===== src/rtl/nyq_cfg_ctrl.sv =====
// Configuration sequencer for the NYQ Nyquist filter: streams host coefficient
// bursts into the coefficient memory, gates the sample path, then flushes it.
module nyq_cfg_ctrl #(
  parameter int ADDR_WIDTH   = 5,
  parameter int MEM_WIDTH    = 32,
  parameter int NUM_COEFF    = 32,
  parameter int FLUSH_CYCLES = 32
) (
  input  logic                  Clk_CI,
  input  logic                  Rst_RI,
  input  logic                  Start_SI,
  input  logic [ADDR_WIDTH-1:0] Base_DI,
  input  logic [ADDR_WIDTH:0]   Len_DI,
  input  logic                  Cfg_Valid_SI,
  input  logic [MEM_WIDTH-1:0]  Cfg_Data_DI,
  output logic                  Cfg_Ready_SO,
  input  logic                  Abort_SI,
  output logic                  WrEn_SO,
  output logic [ADDR_WIDTH-1:0] Addr_DO,
  output logic [MEM_WIDTH-1:0]  PAR_Out_DO,
  output logic                  Smp_En_SO,
  output logic                  Smp_Zero_SO,
  output logic                  Busy_SO,
  output logic                  Done_SO,
  output logic                  Err_SO
);

  localparam int CW = (FLUSH_CYCLES > 1) ? $clog2(FLUSH_CYCLES) : 1;
  localparam logic [ADDR_WIDTH+1:0] NUM_C      = (ADDR_WIDTH+2)'(NUM_COEFF);
  localparam logic [CW-1:0]         FLUSH_LAST = CW'(FLUSH_CYCLES - 1);
  localparam logic [CW-1:0]         CNT_ONE    = CW'(1);
  localparam logic [ADDR_WIDTH:0]   IDX_ONE    = (ADDR_WIDTH+1)'(1);

  typedef enum logic [1:0] {ST_IDLE, ST_LOAD, ST_FLUSH, ST_DONE} state_t;

  state_t                state_q, state_d;
  logic [ADDR_WIDTH-1:0] base_q, base_d;
  logic [ADDR_WIDTH:0]   len_q, len_d;
  logic [ADDR_WIDTH:0]   idx_q, idx_d;
  logic [CW-1:0]         flush_cnt_q, flush_cnt_d;
  logic                  wr_en_q, wr_en_d;
  logic [ADDR_WIDTH-1:0] addr_q, addr_d;
  logic [MEM_WIDTH-1:0]  data_q, data_d;
  logic                  err_q, err_d;

  logic [ADDR_WIDTH+1:0] req_end;
  logic                  req_ok;
  logic [ADDR_WIDTH:0]   idx_inc;

  // Legality is checked once at Start so the address adder never wraps in LOAD.
  assign req_end = {2'b00, Base_DI} + {1'b0, Len_DI};
  assign req_ok  = (Len_DI != '0) && ({1'b0, Len_DI} <= NUM_C) && (req_end <= NUM_C);
  assign idx_inc = idx_q + IDX_ONE;

  always_comb begin
    state_d     = state_q;
    base_d      = base_q;
    len_d       = len_q;
    idx_d       = idx_q;
    flush_cnt_d = flush_cnt_q;
    wr_en_d     = 1'b0;
    addr_d      = addr_q;
    data_d      = data_q;
    err_d       = err_q;
    case (state_q)
      ST_IDLE: begin
        if (Start_SI) begin
          if (req_ok) begin
            base_d  = Base_DI;
            len_d   = Len_DI;
            idx_d   = '0;
            err_d   = 1'b0;
            state_d = ST_LOAD;
          end else begin
            err_d = 1'b1;
          end
        end
      end
      ST_LOAD: begin
        // Abort wins over a coincident handshake: that word is dropped.
        if (Abort_SI) begin
          err_d       = 1'b1;
          flush_cnt_d = '0;
          state_d     = ST_FLUSH;
        end else if (Cfg_Valid_SI) begin
          wr_en_d = 1'b1;
          addr_d  = base_q + idx_q[ADDR_WIDTH-1:0];
          data_d  = Cfg_Data_DI;
          idx_d   = idx_inc;
          if (idx_inc == len_q) begin
            flush_cnt_d = '0;
            state_d     = ST_FLUSH;
          end
        end
      end
      ST_FLUSH: begin
        if (flush_cnt_q == FLUSH_LAST) begin
          state_d = ST_DONE;
        end else begin
          flush_cnt_d = flush_cnt_q + CNT_ONE;
        end
      end
      ST_DONE: state_d = ST_IDLE;
      default: state_d = ST_IDLE;
    endcase
  end

  always_ff @(posedge Clk_CI or posedge Rst_RI) begin
    if (Rst_RI) begin
      state_q     <= ST_IDLE;
      base_q      <= '0;
      len_q       <= '0;
      idx_q       <= '0;
      flush_cnt_q <= '0;
      wr_en_q     <= 1'b0;
      addr_q      <= '0;
      data_q      <= '0;
      err_q       <= 1'b0;
    end else begin
      state_q     <= state_d;
      base_q      <= base_d;
      len_q       <= len_d;
      idx_q       <= idx_d;
      flush_cnt_q <= flush_cnt_d;
      wr_en_q     <= wr_en_d;
      addr_q      <= addr_d;
      data_q      <= data_d;
      err_q       <= err_d;
    end
  end

  // Handshake: a word transfers on any cycle with Cfg_Valid_SI & Cfg_Ready_SO & !Abort_SI.
  assign Cfg_Ready_SO = (state_q == ST_LOAD);
  assign Smp_En_SO    = (state_q != ST_LOAD);
  assign Smp_Zero_SO  = (state_q == ST_FLUSH);
  assign Busy_SO      = (state_q != ST_IDLE);
  assign Done_SO      = (state_q == ST_DONE);
  assign WrEn_SO      = wr_en_q;
  assign Addr_DO      = addr_q;
  assign PAR_Out_DO   = data_q;
  assign Err_SO       = err_q;

endmodule


===== config.mk =====
export PLATFORM = sky130hd
export DESIGN_NAME = nyq_cfg_ctrl
export DESIGN_NICKNAME = d
export VERILOG_FILES = /design/src/rtl/nyq_cfg_ctrl.sv
export SDC_FILE = /design/constraint.sdc
export NUM_CORES = 1
export LEC_CHECK = 0
export ABC_AREA = 1
export BUFFER_PORTS_ARGS = -buffer_cell sky130_fd_sc_hd__buf_2
export CAP_MARGIN = 30
export CORE_ASPECT_RATIO = 1.25
export CORE_UTILIZATION = 47
export DETAILED_ROUTE_END_ITERATION = 6
export PLACE_DENSITY = 0.76
export SETUP_SLACK_MARGIN = 0.05
export SYNTH_ARGS = -nofsm -noshare
export SYNTH_HDL_FRONTEND = slang
export SYNTH_SLANG_ARGS = --single-unit
export TNS_END_PERCENT = 50

===== constraint.sdc =====
create_clock -name Clk_CI -period 1.9 [get_ports Clk_CI]
set_input_delay 0.475 -clock Clk_CI [delete_from_list [all_inputs] [get_ports Clk_CI]]
set_output_delay 0.475 -clock Clk_CI [all_outputs]
set_load 0.03 [all_outputs]

[Yosys cells after proc, flatten, opt, wreduce, memory -nomap -nowiden]
Cells that the tools add are included.
Storage, ports and cells
  bits in registers: 63
  output and inout bits: 44
  logic and storage cells: 68
Cells by class
  reduce and logical (&&, ||, !) cells: 13
  add/sub/neg operators: 4
  magnitude comparators: 2
  bitwise operators: 1
  multiplexer cells: 24
  eq/ne operators: 15
Operators by type and width (number)
  $mux W6: 4
  $mux W5: 4
  $mux W2: 6
  $pmux W6 S2: 1
  $ne A2 B2 Y1 const B: 5
  $pmux W5 S2: 1
  $reduce_and A5 Y1: 2
  $reduce_and A3 Y1: 3
  $pmux W2 S4: 1
  $add A5 B6 Y7: 1
  $le A7 B6 Y1 const B: 1
  $add A6 B1 Y6 const B: 1
  $eq A6 B6 Y1: 1
  $le A6 B6 Y1 const B: 1
  $mux W1: 6
  $ne A2 B1 Y1 const B: 3
  $reduce_bool A2 Y1: 3
  $reduce_bool A6 Y1: 1
  $add A5 B1 Y5 const B: 1
  $add A5 B5 Y5: 1
  $eq A5 B5 Y1 const B: 1
  $eq A2 B2 Y1 const B: 2
  $reduce_and A4 Y1: 1
  $ne A3 B1 Y1 const B: 1
  6 further kinds: 7

[Depth between registers and ports, before layout]
  depth after elaboration: 6
  mapped depth: 15
  depth with buffers taken out: 14

[Least setup slack after synthesis]
Ideal clock, no wire load.
  path type: input to register
  from: input Base_DI[0]
  to: register idx_q[1]
  arrival time: 2.136 ns
  path buffers: 1
  slack: -0.354 ns
  stages on the path: 12
  data required time: 1.782 ns
  library setup time: 0.118 ns
  cell sequence: ha_1 > fa_1 > or2_2 > nor2_1 > nand3_1 > nand2_2 > nand2_1 > nand2_2 > nand2_2 > buf_6 > nand2_1 > o21ai_2
Between the ends
  word-level cells in the longest chain between the ends: 5
Ends and longest elaborated chain
  from (decl): RTL line 12  | input logic [ADDR_WIDTH-1:0] Base_DI,
  $add A5 B6 Y7: RTL line 51  | assign req_end = {2'b00, Base_DI} + {1'b0, Len_DI};
  $le A7 B6 Y1: RTL line 52  | assign req_ok = (Len_DI != '0) && ({1'b0, Len_DI} <= NUM_C) && (req_end <= NUM_C);
  $logic_and A1 B1 Y1: RTL line 52
  $ne A2 B2 Y1 (no source line)
  $reduce_and A5 Y1 (no source line)
  to (signal assigned): RTL line 123  | idx_q <= idx_d;
  to (decl): RTL line 39  | logic [ADDR_WIDTH:0] idx_q, idx_d;
Every way passes these cells.
A chain may end at the register's enable or synchronous reset.

[Final worst setup path]
  from: register idx_q[0]
  to: register flush_cnt_q[1]
Between the ends
  word-level cells in the longest chain between the ends: 4
Ends and longest elaborated chain
  $add A6 B1 Y6: RTL line 53  | assign idx_inc = idx_q + IDX_ONE;
  $eq A6 B6 Y1: RTL line 90  | if (idx_inc == len_q) begin
  $ne A3 B1 Y1 (no source line)
  $reduce_and A4 Y1 (no source line)
  to (signal assigned): RTL line 124  | flush_cnt_q <= flush_cnt_d;
  to (decl): RTL line 40  | logic [CW-1:0] flush_cnt_q, flush_cnt_d;
Every way passes these cells.

==> results.md <==
* Run status: finished, final reports clean
* Initial drt markers at 124
* N_diodes at 0
* Crit-path max cell delay at 0.45 ns
* Worst-Skew Late Latency at 0.34 ns
* Leak at 0.002390 uW
* Crit-path slowest cell: dfrtp_1
* Seq cells post-synth at 63
* Grt total ovfl at 0
* DR vias/cell at 5.003
* Area Growth Syn to Fin at 37.35%
* Post-Synth Simple-Gate Area at 30.36%
* Root buffer cell: clkbuf_8
* Async S/R FF share, synth at 100.0%
* Max Clk Rate at 530.4 MHz
* First-pass GRT wire length at 12290 um
* Worst-Margin Slew at 0.4546 ns
* Final setup violating endpoints at 0
* Synth Area in Compound Gates at 5.566%
* Final Hold Viols at 0
* Largest net degree at the start of global routing at 64
* Pwr/cell area at 1605 mW/mm^2
* Seq/Total Area, Yosys at 48.37%
* Fill cells at 538
* Crit path max fanout at 5
* Clock skew at 0.01292 ns
* Critical-path cell list: buf_6 > buf_4 > nand3_2 > nor2_2 > nand2_1 > nand2_2 > nand3_1 > nand2_1 > nand3_2 > nand2_4 > nand2_4 > nand2_2 > o21ai_1
* Starting Density at 49.03%
* I/O pin cnt at 92
* ANT nets after route at 0
* DRT Pass-1 Iters at 4
* Final net count at 589
* Share of the synthesized area in the top cell type at 48.37%
* Multi-input logic area at 0.001704 mm^2
* Post-synth top area cell: dfrtp_1
* Syn nets at 462
* Initial antenna violation count at 0
* Ys Warns at 0
* Routed length per instance at 12.95 um
* Post-synthesis mux area share at 0%
* Post-route cell area at 0.004477 mm^2
* WP data arrival at 2.11 ns
* Area after DPL at 0.003979 mm^2
* Largest family of logic cells by synthesized area: simple AND/OR/NAND/NOR gates
* EDFF count, synth at 0
* Synth area leaders: dfrtp_1 (48%), nand2_1 (20%), ha_1 (6.5%)
* Main synth FF type: dfrtp_1
* Max Cap Viol at 0
* Horiz. Die Dim at 76.49 um
* Vias in the first global route at 2820
* Cts hold-fix bufs at 0
* Row cnt at 33
* Crit Path Class: flip-flop to flip-flop
* Post-Syn Area at 0.003259 mm^2
* CP endpoint kind: flip-flop
* Max-slew violation count at 0
* Sink Count at 63
* Slew headroom at 69.49%
* H-tree levels at 3
* CTS Buf Count at 9
* Avg Cell Area, Syn at 8.252 um^2
* RSZ-0062 raised after global routing: yes
* Crit path launch type: flip-flop
* Vias at 3072
* CTS tree: done
* GP Congestion at 0.7990
* Final TNS setup at 0 ns
* Top post-synthesis cells by count: nand2_1 (173), dfrtp_1 (63), inv_1 (27)
* Worst min path class: input port to async pin
* Routed WL at 7954 um
* Crit path time final at 1.885 ns
* Post-synthesis adder-cell area fraction at 7.754%
* DIE HEIGHT at 95.11 um
* FF/Latch Area at 0.001577 mm^2
* Max IR drop VDD at 792.3 uV
* Post-route insts no fill at 614
* Reg clk slew, reported paths at 0.08 ns
* IO buf count at 91
* All-layer global routing usage at 21.41%
* Synth Area in XOR/XNOR at 2.418%
* Final period util at 99.23%
* Top delay family on crit path: simple AND/OR/NAND/NOR gates
* Cells after Synth at 395
* Synth cell types at 28
* Inst Count DP at 588
* Die area at 0.007274 mm^2
* Critical path data required time at 2.12 ns
* Top-count cell post-synth: nand2_1
* Drt drc at 0
* Core box area at 0.006648 mm^2
* Share of cells above drive strength 1 at 39.66%
* CTS Buffer Depth at 2
* Dpl hpwl at 5320 um
* Worst path bufs/invs at 2
[where the power goes]
part | total [uW] | internal [uW] | leakage (uW) | switching (uW)
registers | 2280 | 1920 | 0.000798 | 355
logic | 3620 | 1230 | 0.00148 | 2390
clock network | 1290 | 747 | 0.000111 | 541
total | 7190 | 3900 | 0.00239 | 3280
[flip-flops by register name, indices dropped and copies added, names as in the netlist, 2 cells and up]
register	count
state_q	2
len_q	6
base_q	5
idx_q	6
Addr_DO	5
flush_cnt_q	5
PAR_Out_DO	32
[tightest hold or removal path: stages]
cell and delay [ns]:
buf_2 0.11, clkinvlp_4 0.07, buf_12 0.30
[metal layers]
layer	global-route usage, %	part of all wire [%]	routed length [um]	vias to the layer above
met4	11.38	1.8	142	0
met2	37.31	50	4001	98
met1	25.96	43	3440	1456
met3	2.967	4.7	370	13
met5	0	0	0	-
li1	-	-	-	1505
[layout make-up]
| cell class | instances | area share (%) |
|---|---|---|
| timing repair inverter | 1 | 0.1956 |
| timing repair buffer | 122 | 16.32 |
| sequential | 63 | 35.22 |
| tap | 87 | 2.432 |
| clock inverter | 6 | 2.124 |
| clock buffer | 10 | 2.851 |
| multi-input combinational | 294 | 38.07 |
| inverter | 31 | 2.795 |
[worst paths after layout]
kind                           startpoint        endpoint  slack (ns)  cells past startpoint
max                              idx_q[0]  flush_cnt_q[1]        0.01                     13
min                                Rst_RI        idx_q[1]        0.22                      3
max reg2reg                      idx_q[0]  flush_cnt_q[1]        0.01                     13
min reg2reg                PAR_Out_DO[17]  PAR_Out_DO[17]        0.48                      2
max in group asynchronous          Rst_RI        len_q[2]        1.43                      3
min in group Clk_CI        Cfg_Data_DI[2]   PAR_Out_DO[2]        0.32                      3
[cell families after synthesis]
kind of cell	Yosys count
AOI/OAI and AO/OA	31
xor gates and xnor gates	9
and+or+nand+nor	233
buffers and inverters	40
adders and majority gates	19
DFF	63
[what timing repair did]
action,CTS,global route
pin swaps,3,16
cloned,2,1
gates resized for setup,14,45
setup buffers,3,4
setup endpoints to repair,24,29
[stage by stage]
step / setup slack, ns / util [%] / hold slack [ns] / total power [uW]
floorplan: -0.1778 / - / 0.4552 / 4541
global route: -0.1202 / 67.34 / 0.2420 / 7640
finish: 0.01459 / 67.34 / 0.2168 / 7185
global placement: -0.4406 / 59.85 / 0.4562 / 5429
CTS: -0.01335 / 64.54 / 0.2176 / 6941
detailed placement: -0.4620 / 59.85 / 0.4608 / 5535
[cell usage in the layout (no fill, tap or decap), drive strengths merged, types with 3 or more instances in the layout]
| cell type | count |
|---|---|
| nor2 | 13 |
| nand4 | 6 |
| clkbuf | 10 |
| inv | 28 |
| buf | 122 |
| xnor2 | 3 |
| nand2 | 189 |
| ha | 17 |
| clkinv | 7 |
| a21oi | 5 |
| xor2 | 6 |
| or2 | 5 |
| o21ai | 24 |
| dfrtp | 63 |
| nand3 | 20 |
Note: power is estimated with default switching activity, not from simulation.
